===== src/rtl/gray_count_rx_if.sv =====
// Bundle of the Gray-counter receiver's data signals: the raw Gray bus and clear in,
// the decoded count, increment, accumulated total and error flags out.
interface gray_count_rx_if #(
    parameter int WIDTH     = 2,
    parameter int ACC_WIDTH = 16
);
    logic [WIDTH-1:0]     gray_in;
    logic                 clr;
    logic [WIDTH-1:0]     count_bin;
    logic [WIDTH-1:0]     delta;
    logic                 inc_pulse;
    logic [ACC_WIDTH-1:0] total;
    logic                 sat;
    logic                 err_multi;
    logic                 err_sticky;

    modport master (
        output gray_in, clr,
        input  count_bin, delta, inc_pulse, total, sat, err_multi, err_sticky
    );

    modport slave (
        input  gray_in, clr,
        output count_bin, delta, inc_pulse, total, sat, err_multi, err_sticky
    );
endinterface


===== src/rtl/gray_count_rx.sv =====
// Consumer end of a Gray-coded counter CDC: synchronize, decode to binary, measure the
// per-sample increment, accumulate it into a saturating total and flag lossy crossings.
module gray_count_rx #(
    parameter int WIDTH       = 2,
    parameter int SYNC_STAGES = 4,
    parameter int ACC_WIDTH   = 16
) (
    input  logic             clk_out,
    input  logic             rst,
    gray_count_rx_if.slave   bus
);
    localparam logic [ACC_WIDTH-1:0] ACC_MAX = '1;
    localparam int                   PAD     = ACC_WIDTH + 1 - WIDTH;

    logic [WIDTH-1:0]     sync_q [SYNC_STAGES];
    logic [WIDTH-1:0]     sync_d [SYNC_STAGES];
    logic [WIDTH-1:0]     gray_prev_q, gray_prev_d;
    logic [WIDTH-1:0]     bin_prev_q, bin_prev_d;
    logic [WIDTH-1:0]     count_bin_q, count_bin_d;
    logic [WIDTH-1:0]     delta_q, delta_d;
    logic                 inc_pulse_q, inc_pulse_d;
    logic                 err_multi_q, err_multi_d;
    logic                 err_sticky_q, err_sticky_d;
    logic [ACC_WIDTH-1:0] total_q, total_d;
    logic                 sat_q, sat_d;

    logic [WIDTH-1:0]     gray_s;
    logic [WIDTH-1:0]     bin_s;
    logic [ACC_WIDTH-1:0] acc_base;
    logic [ACC_WIDTH:0]   acc_sum;
    logic                 acc_hit;

    function automatic logic [WIDTH-1:0] gray2bin(input logic [WIDTH-1:0] g);
        logic [WIDTH-1:0] b;
        b[WIDTH-1] = g[WIDTH-1];
        for (int i = WIDTH - 2; i >= 0; i--) begin
            b[i] = b[i+1] ^ g[i];
        end
        return b;
    endfunction

    always_comb begin
        sync_d[0] = bus.gray_in;
        for (int i = 1; i < SYNC_STAGES; i++) begin
            sync_d[i] = sync_q[i-1];
        end
    end

    assign gray_s = sync_q[SYNC_STAGES-1];

    // Stage 1: decode and compare against the previous sample.
    // NOTE: every signal written here gets a value on every path, so no latch is inferred.
    always_comb begin
        bin_s        = gray2bin(gray_s);
        count_bin_d  = bin_s;
        delta_d      = bin_s - bin_prev_q;
        inc_pulse_d  = |delta_d;
        err_multi_d  = $countones(gray_s ^ gray_prev_q) > 1;
        gray_prev_d  = gray_s;
        bin_prev_d   = bin_s;
        err_sticky_d = (err_sticky_q & ~bus.clr) | err_multi_d;
    end

    // Stage 2: clear-then-add, clamped at the all-ones maximum.
    always_comb begin
        acc_base = bus.clr ? '0 : total_q;
        acc_sum  = {1'b0, acc_base} + {{PAD{1'b0}}, delta_q};
        acc_hit  = acc_sum >= {1'b0, ACC_MAX};
        total_d  = acc_hit ? ACC_MAX : acc_sum[ACC_WIDTH-1:0];
        sat_d    = (sat_q & ~bus.clr) | acc_hit;
    end

    // NOTE: the synchronizer array is reset too, so stale source values never survive rst.
    always_ff @(posedge clk_out) begin
        if (rst) begin
            for (int i = 0; i < SYNC_STAGES; i++) begin
                sync_q[i] <= '0;
            end
            gray_prev_q  <= '0;
            bin_prev_q   <= '0;
            count_bin_q  <= '0;
            delta_q      <= '0;
            inc_pulse_q  <= 1'b0;
            err_multi_q  <= 1'b0;
            err_sticky_q <= 1'b0;
            total_q      <= '0;
            sat_q        <= 1'b0;
        end else begin
            for (int i = 0; i < SYNC_STAGES; i++) begin
                sync_q[i] <= sync_d[i];
            end
            gray_prev_q  <= gray_prev_d;
            bin_prev_q   <= bin_prev_d;
            count_bin_q  <= count_bin_d;
            delta_q      <= delta_d;
            inc_pulse_q  <= inc_pulse_d;
            err_multi_q  <= err_multi_d;
            err_sticky_q <= err_sticky_d;
            total_q      <= total_d;
            sat_q        <= sat_d;
        end
    end

    assign bus.count_bin  = count_bin_q;
    assign bus.delta      = delta_q;
    assign bus.inc_pulse  = inc_pulse_q;
    assign bus.err_multi  = err_multi_q;
    assign bus.err_sticky = err_sticky_q;
    assign bus.total      = total_q;
    assign bus.sat        = sat_q;
endmodule


===== src/flat_wrapper.sv =====
// flat-port wrapper written by rule: the top's interface ports become plain ports
module gray_count_rx_flat 
#(
    parameter int WIDTH       = 2,
    parameter int SYNC_STAGES = 4,
    parameter int ACC_WIDTH   = 16
)
  (clk_out, rst, bus_gray_in, bus_clr, bus_count_bin, bus_delta, bus_inc_pulse, bus_total, bus_sat, bus_err_multi, bus_err_sticky);
  gray_count_rx_if #(.WIDTH(WIDTH), .ACC_WIDTH(ACC_WIDTH)) bus_i ();
  input  logic clk_out;
  input  logic rst;
  input wire logic [$bits(bus_i.gray_in)-1:0] bus_gray_in;
  input wire logic [$bits(bus_i.clr)-1:0] bus_clr;
  output wire logic [$bits(bus_i.count_bin)-1:0] bus_count_bin;
  output wire logic [$bits(bus_i.delta)-1:0] bus_delta;
  output wire logic [$bits(bus_i.inc_pulse)-1:0] bus_inc_pulse;
  output wire logic [$bits(bus_i.total)-1:0] bus_total;
  output wire logic [$bits(bus_i.sat)-1:0] bus_sat;
  output wire logic [$bits(bus_i.err_multi)-1:0] bus_err_multi;
  output wire logic [$bits(bus_i.err_sticky)-1:0] bus_err_sticky;
  assign bus_i.gray_in = bus_gray_in;
  assign bus_i.clr = bus_clr;
  assign bus_count_bin = bus_i.count_bin;
  assign bus_delta = bus_i.delta;
  assign bus_inc_pulse = bus_i.inc_pulse;
  assign bus_total = bus_i.total;
  assign bus_sat = bus_i.sat;
  assign bus_err_multi = bus_i.err_multi;
  assign bus_err_sticky = bus_i.err_sticky;
  gray_count_rx #(.WIDTH(WIDTH), .SYNC_STAGES(SYNC_STAGES), .ACC_WIDTH(ACC_WIDTH)) u_core (.clk_out(clk_out), .rst(rst), .bus(bus_i));
endmodule

===== config.mk =====
export PLATFORM = sky130hd
export DESIGN_NAME = gray_count_rx_flat
export DESIGN_NICKNAME = d
export VERILOG_FILES = /design/src/rtl/gray_count_rx_if.sv /design/src/rtl/gray_count_rx.sv /design/src/flat_wrapper.sv
export SDC_FILE = /design/constraint.sdc
export NUM_CORES = 1
export LEC_CHECK = 0
export CAP_MARGIN = 20
export CORE_UTILIZATION = 55
export CTS_CLUSTER_SIZE = 10
export DETAILED_ROUTE_END_ITERATION = 10
export GPL_TIMING_DRIVEN = 0
export MAX_ROUTING_LAYER = met4
export PLACE_DENSITY = 0.88
export REMOVE_ABC_BUFFERS = 1
export SLEW_MARGIN = 20
export SYNTH_ARGS = -nofsm -noshare
export SYNTH_HDL_FRONTEND = slang
export SYNTH_SLANG_ARGS = --single-unit

===== constraint.sdc =====
create_clock -name clk_out -period 10.2 [get_ports clk_out]
set_input_delay 2.04 -clock clk_out [delete_from_list [all_inputs] [get_ports clk_out]]
set_output_delay 2.04 -clock clk_out [all_outputs]
set_load 0.01 [all_outputs]

==> impl_metrics.py <==
metrics = {
    "outcome": {
        "status": "complete, no violations",
    },
    "finish": {
        "fin_util_pct": 72.7,
        "fin_nets": 198,
        "drive_gt1_share_pct": 9.47,
        "diodes": 0,
        "areaGrowthSynthToFinish_pct": 20.8,
        "final_area_sq_um": 1850,
        "fin_cells": 220,
    },
    "routing": {
        "drc": 0,
        "drt-pass1-iter-count": 4,
        "drtAntennaViolNets": 0,
        "wl_per_cell_microns": 13.7,
        "first_iter_violations": 28,
        "finalWirelength_microns": 3010,
        "vias": 1235,
        "vias_per_cell": 5.61,
    },
    "timing": {
        "setup_slack_ps": 4830,
        "rsz0062_at_grt": "no",
        "whs_ps": 445,
        "finalHoldViolCount": 0,
        "worst_pin_slew_ps": 720,
        "finalCriticalPeriod_ps": 5370,
        "skew_ps": 10.7,
        "max_slew_margin_pct": 51.9,
        "fin_crit_sh_pct": 52.6,
        "maxSlewViolCount": 0,
        "setup_viol": 0,
        "setup_tns_ps": 0,
        "clock.fmax_mhz": 186,
    },
    "logic_synthesis": {
        "ys_warn_count": 0,
        "synth_area_leader_cell": "dfxtp_1",
        "syn-cell-area_sq_um": 1530,
        "synth_edf_count": 0,
        "synth_top_area_share_pct": 43.1,
        "synthArstFlopShare_pct": 0,
        "synth.avg_cell_area_sq_um": 9.40,
        "synth.distinct_cells": 41,
        "ys_top_cells_by_count": "33 x dfxtp_1, 16 x nor2b_1, 13 x a21oi_1",
        "synth-main-ff-cell": "dfxtp_1",
        "yosysMostFrequentCell": "dfxtp_1",
        "ys_seq_elements": 33,
        "yosysSeqAreaShare_pct": 43.1,
        "synth_area_leaders": "dfxtp_1 43%, xnor2_1 6.9%, nor2b_1 6.5%",
        "netlist_instances": 163,
    },
    "clock_network": {
        "ctsHoldBuffers": 0,
        "htreeDepth": 2,
        "clock_latency_ps": 340,
        "numCtsBuffers": 5,
        "cts_tree": "built",
        "clock_path_buffers": 2,
        "clock-sinks": 33,
        "cts.clk_slew.worst_paths_ps": 100,
        "cts_resized": 0,
        "cts_setup_buffers": 0,
        "cts-root-buf": "clkbuf_4",
    },
    "placement": {
        "place_congestion": 0.764,
        "placed_cells": 212,
        "post-place-ws_ps": 4530,
        "dp_hpwl_microns": 2120,
        "placed_area_sq_um": 1800,
        "port_buffers": 28,
    },
    "critical_path": {
        "crit_arrival_ps": 5620,
        "end_kind": "flip-flop",
        "required_ps": 10460,
        "critical_path_class": "input pin to flip-flop",
        "crit_path_start_kind": "input pin",
        "worstPathMaxFanout": 23,
    },
    "power_and_ir_drop": {
        "peakVddDrop_mv": 0.128,
        "p_leak_nw": 0.660,
        "powerDensity_nw_per_um2": 115,
        "power_mw": 0.212,
    },
    "flow_run": {
        "drv_cap": 0,
    },
    "global_route": {
        "grt_max_degree": 34,
        "antenna_found_initial": 0,
        "grt_overflow": 0,
        "grt_pass1_vias": 1105,
        "grt_pass1_wl_microns": 4890,
        "grt.total_usage_pct": 24.3,
    },
    "floorplan": {
        "ioPinCount": 29,
        "start_util_pct": 60.2,
        "fp.dieW_microns": 54.8,
        "row_count": 18,
        "dieArea_sq_um": 3000,
        "core_area_sq_um": 2540,
        "dieHeight_microns": 54.8,
    },
    "hold_path": {
        "min_path_type": "flip-flop to flip-flop",
    },
}
[path summary, 6_finish.rpt]
path,cells after the start,start,end,slack (ps)
min,1,u_core.sync_q[0][5]$_SDFF_PP0_,u_core.sync_q[0][7]$_SDFF_PP0_,450
max,9,bus_clr,u_core.bus.sat$_SDFF_PP0_,4830
min reg2reg,1,u_core.sync_q[0][5]$_SDFF_PP0_,u_core.sync_q[0][7]$_SDFF_PP0_,450
max reg2reg,8,u_core.bus.total[0]$_SDFF_PP0_,u_core.bus.sat$_SDFF_PP0_,7110
[where the power goes]
group	switching, mW	internal [mW]	total [mW]
registers	0.000708	0.131	0.131
logic	0.00510	0.00455	0.00966
clock network	0.0449	0.0259	0.0708
total	0.0507	0.161	0.212
[per-layer routing]
layer,share of wire [%],track usage (%),vias up
met5,0,-,-
met4,2.5,13.2,0
met3,4.8,7.78,9
met2,46,34.1,37
met1,47,30.3,570
li1,-,-,619
[cell type report]
class                           instances  area, sq um
Timing Repair Buffer                   28          275
Inverter                                3         11.3
Tap cell                               30         37.5
Sequential cell                        33          661
Clock inverter                          3         17.5
Multi-Input combinational cell        118          810
Fill cell                             201          696
Clock buffer                            5         37.5
[registers in the layout, indices dropped and copies added, names as in the netlist]
signal	count
u_core.bin_prev_q	2
u_core.bus.inc_pulse	1
u_core.sync_q	8
u_core.gray_prev_q	1
u_core.bus.total	16
u_core.bus.sat	1
u_core.bus.err_sticky	1
u_core.bus.err_multi	1
u_core.bus.delta	2
[cell families after synthesis]
logic type,count (synthesis),share of synthesized area (%)
AND/OR/NAND/NOR,67,26.5
flip-flops,33,43.1
AO/OA/AOI/OAI,31,13.4
XOR/XNOR,15,8.58
buffers and inverters,12,4.00
adder cells (fa/ha/maj),4,3.76
multiplexers,1,0.654
[worst max-delay path, cell delays in order]
cell and delay, ps:
clkdlybuf4s50_1 780, nor2b_1 270, ha_1 270, fa_1 310, nand4_1 220, nor3_1 570, nand4_1 690, a21o_2 400
o31ai_2 50
[placed cells by master, fill, tap and decap left out, types with 3 or more instances in the layout]
master and instances:
clkdlybuf4s50_1 27, nand3_1 3, inv_1 3, xor2_1 3, nor2b_1 16, nand4_1 4
nor3_1 4, xnor2_1 12, nand2_1 8, a21oi_1 13, nor2_1 11, ha_1 3
nor4_1 3, clkbuf_4 5, o21a_1 4, dfxtp_1 33, nand2b_1 3
No activity file was read; power rests on OpenSTA's default activity.
